`config.mk`:
```
export PLATFORM = sky130hd
export DESIGN_NAME = icache
export DESIGN_NICKNAME = d
export VERILOG_FILES = /design/src/rtl/icache.sv
export SDC_FILE = /design/constraint.sdc
export NUM_CORES = 2
export LEC_CHECK = 0
export ABC_AREA = 0
export ABC_CLOCK_PERIOD_IN_PS = 7400
export CORE_MARGIN = 8
export CORE_UTILIZATION = 35
export DETAILED_ROUTE_END_ITERATION = 10
export HOLD_SLACK_MARGIN = 0.15
export PLACE_DENSITY = 0.47
export SETUP_SLACK_MARGIN = 0.1
export SLEW_MARGIN = 5
export SYNTH_ARGS = -nofsm -noshare
export SYNTH_HDL_FRONTEND = slang
export SYNTH_SLANG_ARGS = --single-unit
export TNS_END_PERCENT = 100
```
`constraint.sdc`:
```
create_clock -name CLK -period 7.4 [get_ports CLK]
set_input_delay 1.85 -clock CLK [delete_from_list [all_inputs] [get_ports CLK]]
set_output_delay 1.85 -clock CLK [all_outputs]
set_load 0.02 [all_outputs]
```
`src/rtl/icache.sv`:
```
// ============================================================================
// icache : direct-mapped read-only instruction cache, 2-word blocks, 5-state fill FSM
// rev 1.0
// ============================================================================
`default_nettype none

module icache #(
  parameter int SETS = 16
) (
  input  logic        CLK,
  input  logic        nRST,
  input  logic        imemREN,
  input  logic [31:0] imemaddr,
  input  logic        iflush,
  output logic        ihit,
  output logic [31:0] imemload,
  output logic        iREN,
  output logic [31:0] iaddr,
  input  logic        iwait,
  input  logic [31:0] iload
);

  localparam int IW = $clog2(SETS);
  localparam int TW = 29 - IW;

  localparam logic [2:0] IDLE   = 3'd0;
  localparam logic [2:0] FETCH0 = 3'd1;
  localparam logic [2:0] GAP0   = 3'd2;
  localparam logic [2:0] FETCH1 = 3'd3;
  localparam logic [2:0] GAP1   = 3'd4;

  logic [2:0]         state;
  logic [2:0]         state_nxt;
  logic [SETS-1:0]    valid;
  logic [SETS*TW-1:0] tags;
  logic [SETS*32-1:0] word0;
  logic [SETS*32-1:0] word1;
  logic [TW-1:0]      miss_tag;
  logic [IW-1:0]      miss_idx;

  logic [TW-1:0]      req_tag;
  logic [IW-1:0]      req_idx;
  logic               req_off;
  logic               tag_match;
  logic               hit;
  logic               miss;
  logic               unused_addr_bits;

  assign req_tag          = imemaddr[31:3+IW];
  assign req_idx          = imemaddr[2+IW:3];
  assign req_off          = imemaddr[2];
  assign unused_addr_bits = ^imemaddr[1:0];

  assign tag_match = valid[req_idx] && (tags[req_idx*TW +: TW] == req_tag);
  assign hit       = (state == IDLE) && imemREN && !iflush && tag_match;
  assign miss      = (state == IDLE) && imemREN && !iflush && !tag_match;

  always_ff @(posedge CLK or negedge nRST) begin
    if (!nRST) state <= IDLE;
    else       state <= state_nxt;
  end

  always_comb begin
    state_nxt = state;
    if (iflush) begin
      state_nxt = IDLE;
    end else begin
      case (state)
        IDLE:    if (miss)   state_nxt = FETCH0;
        FETCH0:  if (!iwait) state_nxt = GAP0;
        GAP0:                state_nxt = FETCH1;
        FETCH1:  if (!iwait) state_nxt = GAP1;
        GAP1:                state_nxt = IDLE;
        default:             state_nxt = IDLE;
      endcase
    end
  end

  always_comb begin
    ihit     = hit;
    imemload = '0;
    iREN     = 1'b0;
    iaddr    = '0;
    if (hit) imemload = req_off ? word1[req_idx*32 +: 32] : word0[req_idx*32 +: 32];
    case (state)
      FETCH0: begin
        iREN  = 1'b1;
        iaddr = {miss_tag, miss_idx, 1'b0, 2'b00};
      end
      FETCH1: begin
        iREN  = 1'b1;
        iaddr = {miss_tag, miss_idx, 1'b1, 2'b00};
      end
      default: ;
    endcase
  end

  // Valid is dropped when a fill starts so a half-written block can never hit.
  always_ff @(posedge CLK or negedge nRST) begin
    if (!nRST) begin
      valid    <= '0;
      tags     <= '0;
      word0    <= '0;
      word1    <= '0;
      miss_tag <= '0;
      miss_idx <= '0;
    end else if (iflush) begin
      valid <= '0;
    end else begin
      case (state)
        IDLE: if (miss) begin
          miss_tag       <= req_tag;
          miss_idx       <= req_idx;
          valid[req_idx] <= 1'b0;
        end
        FETCH0: if (!iwait) word0[miss_idx*32 +: 32] <= iload;
        FETCH1: if (!iwait) begin
          word1[miss_idx*32 +: 32] <= iload;
          tags[miss_idx*TW +: TW]  <= miss_tag;
          valid[miss_idx]          <= 1'b1;
        end
        default: ;
      endcase
    end
  end

endmodule

`default_nettype wire

```
# Word-level counts from Yosys, hierarchy flattened

Cells that the tools add are included.

Add/sub/neg operators: 2
Multipliers: 2
Order comparisons: 4
Equal/unequal tests: 7
Shift operators: 7
Multiplexer cells: 22
Bitwise gates (word level): 5
Reductions and logical operators: 17

Operators with widths:

| operator                                                | count |
|---|---|
| bitwise mux 512 bit                                     | 2 |
| indexed part select 512 x 10 -> 32 bit                  | 2 |
| variable shift 32 x 34 -> 512 bit, first input constant | 1 |
| indexed part select 32 x 34 -> 512 bit                  | 1 |
| bitwise mux 400 bit                                     | 1 |
| variable shift 25 x 34 -> 400 bit, first input constant | 1 |
| indexed part select 25 x 34 -> 400 bit                  | 1 |
| indexed part select 400 x 10 -> 25 bit                  | 1 |
| negator 9 -> 34 bit                                     | 2 |
| 2-to-1 mux 32 bit                                       | 2 |
| case mux 32 bit (2 select lines)                        | 1 |
| 2-to-1 mux 16 bit                                       | 3 |
| case mux 16 bit (2 select lines)                        | 1 |
| equality test 25 bit                                    | 1 |
| multiplier 4 x 5 -> 9 bit, second input constant        | 2 |
| bitwise AND 16 bit                                      | 1 |
| inverter 16 bit                                         | 1 |
| bitwise OR 16 bit                                       | 1 |
| AND reduction 3 bit                                     | 5 |
| 2-to-1 mux 3 bit                                        | 4 |
| case mux 3 bit (4 select lines)                         | 1 |
| < comparator 4 x 5 -> 1 bit, second input constant      | 2 |
| != test 3 bit, second input constant                    | 3 |
| demux 1 bit (select 4 bit)                              | 2 |
| other kinds (11)                                        | 24 |

Bits in registers: 1472
Bits of input ports: 69
Output and inout port bits: 66
Word-level logic and storage cells: 73

# Logic depth before layout (Yosys ltp)

Word-level depth: 9
Mapped depth: 15
Depth with buffers taken out: 9

# Least setup slack after synthesis

No wires, ideal clock.

Path type: input port to output port
From: input port imemaddr[4]
To: output port imemload[0]
Arrival time: 5.261 ns
Data required time: 5.550 ns
Slack: 0.289 ns
Cell stages on the path: 13
Buffers on the path: 5
Cells stage by stage: buf_4 buf_6 buf_4 buf_2 buf_2 mux4_2 mux2i_1 xnor2_1 o31ai_1 nand4_1 nor4_4 nand2b_1 a2111oi_0

Word-level cells in the longest chain between the ends: 6
Elaborated cells on any way between the ends: 11
Classes of those cells: 1 x mul; 1 x eq/ne; 3 x shift; 4 x mux; 2 x reduce/logical

Ends and longest elaborated chain:

| item                                   | RTL line | RTL |
|---|---|---|
| start, declared                        | 13       | `input logic [31:0] imemaddr,` |
| multiplier 4 x 5 -> 9 bit              | 54       | `assign tag_match = valid[req_idx] && (tags[req_idx*TW +: TW] == req_tag);` |
| indexed part select 400 x 10 -> 25 bit | 54       |  |
| equality test 25 bit                   | 54       |  |
| logical AND 1 bit                      | 54       |  |
| logical AND 1 bit                      | 55       | `assign hit = (state == IDLE) && imemREN && !iflush && tag_match;` |
| 2-to-1 mux 32 bit *                    | 84       | `if (hit) imemload = req_off ? word1[req_idx*32 +: 32] : word0[req_idx*32 +: 32];` |
| end, declared                          | 16       | `output logic [31:0] imemload,` |

Mark *: on every way between the ends. The rest lies on a longest branch, timed or not. The select of a mux whose other input is x is not followed.

# Final worst setup path

From: input port imemaddr[4]
To: output port imemload[8]

The elaborated chain is that of the path after synthesis.

==> run_summary.xml <==
<?xml version="1.0" encoding="UTF-8"?>
<metrics>
  <group name="timing">
    <metric name="final_skew" unit="ns">0.0468</metric>
    <metric name="relSlewSlack" unit="%">20.8</metric>
    <metric name="setup_repair_after_global_routing_missed_its_margin" unit="">yes</metric>
    <metric name="setup_viol" unit="">0</metric>
    <metric name="clock_period_minus_final_worst_setup_slack" unit="ns">7.30</metric>
    <metric name="final_critical_path_setup_slack" unit="ns">0.0964</metric>
    <metric name="fmax" unit="GHz">0.137</metric>
    <metric name="tightest_slew" unit="ns">1.19</metric>
    <metric name="min_period_over_period" unit="%">98.7</metric>
    <metric name="timing.final.max_slew_violations" unit="">0</metric>
    <metric name="hold_viol" unit="">0</metric>
  </group>
  <group name="logic_synthesis">
    <metric name="synth_top_family_by_area" unit="">multiplexers</metric>
    <metric name="synth_enable_flop_cells" unit="">0</metric>
    <metric name="ys_ff_latch" unit="">1472</metric>
    <metric name="fraction_of_synthesized_cell_area_in_xor_and_xnor_cells" unit="%">0.400</metric>
    <metric name="synthSimpleGateAreaFrac" unit="%">13.8</metric>
    <metric name="post_synth.cell_area_avg" unit="µm²">10.3</metric>
    <metric name="synth_fa_ha_area_share" unit="%">0.147</metric>
    <metric name="ys_async_sr_fraction" unit="%">100</metric>
    <metric name="mappedNetlistArea" unit="µm²">67900</metric>
    <metric name="synth_cells" unit="">6577</metric>
    <metric name="post_synth_num_cell_types" unit="">64</metric>
    <metric name="seq_area_frac_synth" unit="%">54.2</metric>
    <metric name="synthFlopType" unit="">dfrtp_1</metric>
    <metric name="synthTopCellsByArea" unit="">dfrtp_1 54%, mux4_2 11%, nand2_1 11%, o21ai_0 9.1%, clkbuf_1 2.7%</metric>
    <metric name="synth_top_area_cell" unit="">dfrtp_1</metric>
    <metric name="synthesized_area_fraction_occupied_by_ao_oa_aoi_and_oai_cells" unit="%">13.2</metric>
    <metric name="netlist.area_leader.share" unit="%">54.2</metric>
    <metric name="yosysWarningCount" unit="">0</metric>
    <metric name="post_synth_mux_area_share" unit="%">14.6</metric>
  </group>
  <group name="setup_path">
    <metric name="cp_data_arrival_time" unit="ns">5.45</metric>
    <metric name="r2r-end" unit="">word0[144]</metric>
    <metric name="critical_path.max_stage_delay" unit="ns">0.50</metric>
    <metric name="r2r_start" unit="">miss_idx[0]</metric>
    <metric name="timing.critical_path.cells" unit="">buf_16 &gt; buf_12 &gt; buf_4 &gt; mux4_2 &gt; mux4_2 &gt; xnor2_2 &gt; buf_4 &gt; and4_1 &gt; nand4_1 &gt; nor4_4 &gt; buf_4 &gt; nand2b_4 &gt; buf_12 &gt; a2111oi_4 &gt; buf_4 &gt; buf_4</metric>
    <metric name="reg2reg_setup_slack" unit="ns">2.39</metric>
    <metric name="worst_path_most_repeated_cell" unit="">buf_4</metric>
    <metric name="critical_path_peak_fanout" unit="">17</metric>
    <metric name="critPathSlowestCell" unit="">mux4_2</metric>
    <metric name="critPathKind" unit="">input port to primary output</metric>
    <metric name="critPathLaunchType" unit="">input port</metric>
    <metric name="required" unit="ns">5.55</metric>
    <metric name="critical_path.endpoint_type" unit="">primary output</metric>
    <metric name="number_of_cells_on_the_worst_reg_to_reg_path" unit="">11</metric>
  </group>
  <group name="clocking">
    <metric name="clkTransAtPathRegs" unit="ns">0.06</metric>
    <metric name="cts-root-buf" unit="">clkbuf_16</metric>
    <metric name="cts-htree-levels" unit="">4</metric>
    <metric name="cts_num_sinks" unit="">1472</metric>
    <metric name="clock_path_buffers" unit="">3</metric>
    <metric name="cts_tree" unit="">built</metric>
    <metric name="tritoncts.num_buffers" unit="">169</metric>
    <metric name="clk-insertion-delay-late" unit="ns">0.83</metric>
  </group>
  <group name="routing">
    <metric name="dr_wl_met2" unit="µm">114000</metric>
    <metric name="drt_first_iter_violations" unit="">4295</metric>
    <metric name="wl_met1" unit="µm">112000</metric>
    <metric name="wire_per_inst" unit="µm">26.6</metric>
    <metric name="via_per_inst" unit="">5.55</metric>
    <metric name="drtPass1Iterations" unit="">6</metric>
    <metric name="maxUsedRoutingLayer" unit="">met4</metric>
    <metric name="drc" unit="">0</metric>
    <metric name="route.antenna.remaining_nets" unit="">0</metric>
    <metric name="wl_met3" unit="µm">11800</metric>
    <metric name="finalWirelength" unit="µm">245000</metric>
    <metric name="num_vias" unit="">51300</metric>
  </group>
  <group name="finish">
    <metric name="layout.cells.most_common" unit="">nand2_1</metric>
    <metric name="num-nets-final" unit="">6647</metric>
    <metric name="layout-area-overhead-vs-synth" unit="%">16.3</metric>
    <metric name="design_area" unit="µm²">79000</metric>
    <metric name="layout.cells.most_common_list" unit="">1915 x nand2_1, 1472 x dfrtp_1, 1229 x o21ai_0, 325 x mux4_2, 260 x buf_4</metric>
    <metric name="drive_gt1_share" unit="%">16.5</metric>
  </group>
  <group name="power">
    <metric name="ir_drop" unit="mV">0.365</metric>
    <metric name="power_per_cell_area" unit="nW/µm²">254</metric>
    <metric name="p_switching" unit="µW">6090</metric>
    <metric name="swShare" unit="%">30.4</metric>
    <metric name="intPower" unit="µW">13900</metric>
    <metric name="power_frac_clock" unit="%">42.4</metric>
    <metric name="combinational_cell_fraction_of_total_power" unit="%">15.3</metric>
    <metric name="power_leakage" unit="µW">0.0333</metric>
    <metric name="p_seq_share" unit="%">42.3</metric>
  </group>
  <group name="global_routing">
    <metric name="grt_max_degree" unit="">168</metric>
    <metric name="overflow" unit="">0</metric>
    <metric name="antenna_found_initial" unit="">14</metric>
    <metric name="global_route.usage.total" unit="%">23.2</metric>
    <metric name="grt_pass1_vias" unit="">52400</metric>
    <metric name="grt_first_pass_wirelength" unit="µm">365000</metric>
  </group>
  <group name="placement">
    <metric name="port_buffers" unit="">130</metric>
    <metric name="place_congestion" unit="">0.819</metric>
    <metric name="dp_hpwl" unit="µm">143000</metric>
    <metric name="post_dp_cell_area" unit="µm²">72900</metric>
    <metric name="placement.setup.worst_slack" unit="ns">-0.995</metric>
  </group>
  <group name="floorplanning">
    <metric name="placementRows" unit="">161</metric>
    <metric name="die_area" unit="µm²">208000</metric>
    <metric name="die_height" unit="µm">456</metric>
    <metric name="design.portCount" unit="">135</metric>
    <metric name="core-area" unit="µm²">193000</metric>
    <metric name="floorplan.die.width" unit="µm">456</metric>
    <metric name="initial_core_util" unit="%">35.3</metric>
  </group>
  <group name="run_status">
    <metric name="run_status" unit="">finished, final reports clean</metric>
  </group>
  <group name="hold_path">
    <metric name="type_of_the_worst_min_delay_path" unit="">flip-flop to flip-flop</metric>
    <metric name="hold_path_startpoint" unit="">word1[457]</metric>
    <metric name="hold_depth" unit="">2</metric>
    <metric name="hold_path_end" unit="">word1[457]</metric>
  </group>
  <group name="job">
    <metric name="cap_viol_max_count" unit="">0</metric>
  </group>
</metrics>
-- synth_stat cells, types with 4 or more instances --
master	number
dfrtp_1	1472
o22ai_1	12
a221oi_1	4
nor2b_1	13
xnor2_1	26
mux2_2	78
inv_1	13
nor2_1	29
a211oi_1	14
and3_1	37
a41oi_1	7
a2111oi_0	5
buf_4	17
mux4_2	325
nand2_1	1923
a22oi_1	12
or2_2	10
o211ai_1	5
buf_2	38
nand4_1	14
buf_1	43
xor2_1	5
a22o_1	36
mux2i_1	148
clkbuf_1	495
a31oi_1	20
nand3_1	188
o21ai_0	1229
a21oi_1	13
mux2_1	21
nand2b_1	13
o31ai_1	131
and2_1	37
a32o_1	32
nor4_1	13
nor3_1	25
ha_1	8
a2111oi_2	29
-- layer usage --
metal | vias to the layer above | global-route usage [%]
li1 | 23100 | -
met1 | 26300 | 32.6
met2 | 1467 | 37.4
met3 | 395 | 3.19
met4 | 0 | 7.01
met5 | - | 0
-- worst max path at each step --
stage | startpoint | end | slack [ns] | depth (start not counted)
floorplan | imemaddr[4] | imemload[0] | 0.29 | 13
global placement | imemaddr[4] | imemload[1] | -0.99 | 18
detailed placement | imemaddr[4] | imemload[1] | -0.99 | 18
CTS | imemaddr[3] | imemload[8] | 0.01 | 16
global route | imemaddr[4] | imemload[8] | 0.04 | 16
finish | imemaddr[4] | imemload[8] | 0.1 | 16
-- sequential cells by signal (all words and copies together), names as in the netlist --
register,flops
miss_tag,25
valid,16
word0,512
tags,400
word1,512
state,3
miss_idx,4
-- kinds of logic after synthesis --
kind of cell,count (synthesis)
flip-flops,1472
buffers and inverters,610
AO/OA/AOI/OAI,1566
other,1
XOR/XNOR,31
adder cells (fa/ha/maj),8
AND/OR/NAND/NOR,2317
multiplexers,572
-- what timing repair did --
action,CTS,global route
pin swaps,3,9
resized for setup,95,54
buffers inserted,1,12
cloned,1,0
setup endpoints to repair,33,32
hold buffers,0,0
-- power groups by stage --
| stage | Clock, µW | Sequential [µW] | Combinational, µW |
|---|---|---|---|
| after floorplan | 0 | 8520 | 1530 |
| after global placement | 0 | 8610 | 3000 |
| after detailed placement | 0 | 8610 | 3030 |
| after CTS | 8700 | 8470 | 3040 |
| after global routing | 8970 | 8500 | 3260 |
| final | 8500 | 8470 | 3060 |
-- through the flow --
step	utilization [%]	hold slack, ns	instances	total power [µW]	setup TNS, ns
finish	41.0	0.469	9231	20000	0
global route	41.0	0.485	9230	20700	0
CTS	40.8	0.474	9214	20200	0
detailed placement	37.9	0.460	8911	11600	-13.61
global placement	37.8	0.455	8910	11600	-14.47
floorplan	-	0.442	6578	10100	0
-- worst max-delay path: cells and delay by family --
kind	cells	cell delay, ns
compound gates	1	0.33
xor+xnor	1	0.13
buf+inv	8	1.28
simple gates	4	0.80
mux	2	0.97
-- cell type report --
| type | count | area (µm²) |
|---|---|---|
| Sequential cell | 1472 | 36800 |
| Clock inverter | 46 | 592 |
| Antenna cell | 5 | 12.5 |
| Timing Repair Buffer | 416 | 3880 |
| Inverter | 15 | 63.8 |
| Tap cell | 2526 | 3160 |
| Fill cell | 18600 | 114000 |
| Multi-Input combinational cell | 4496 | 29500 |
| Clock buffer | 255 | 4990 |
Note: power is estimated with default switching activity, not from simulation.
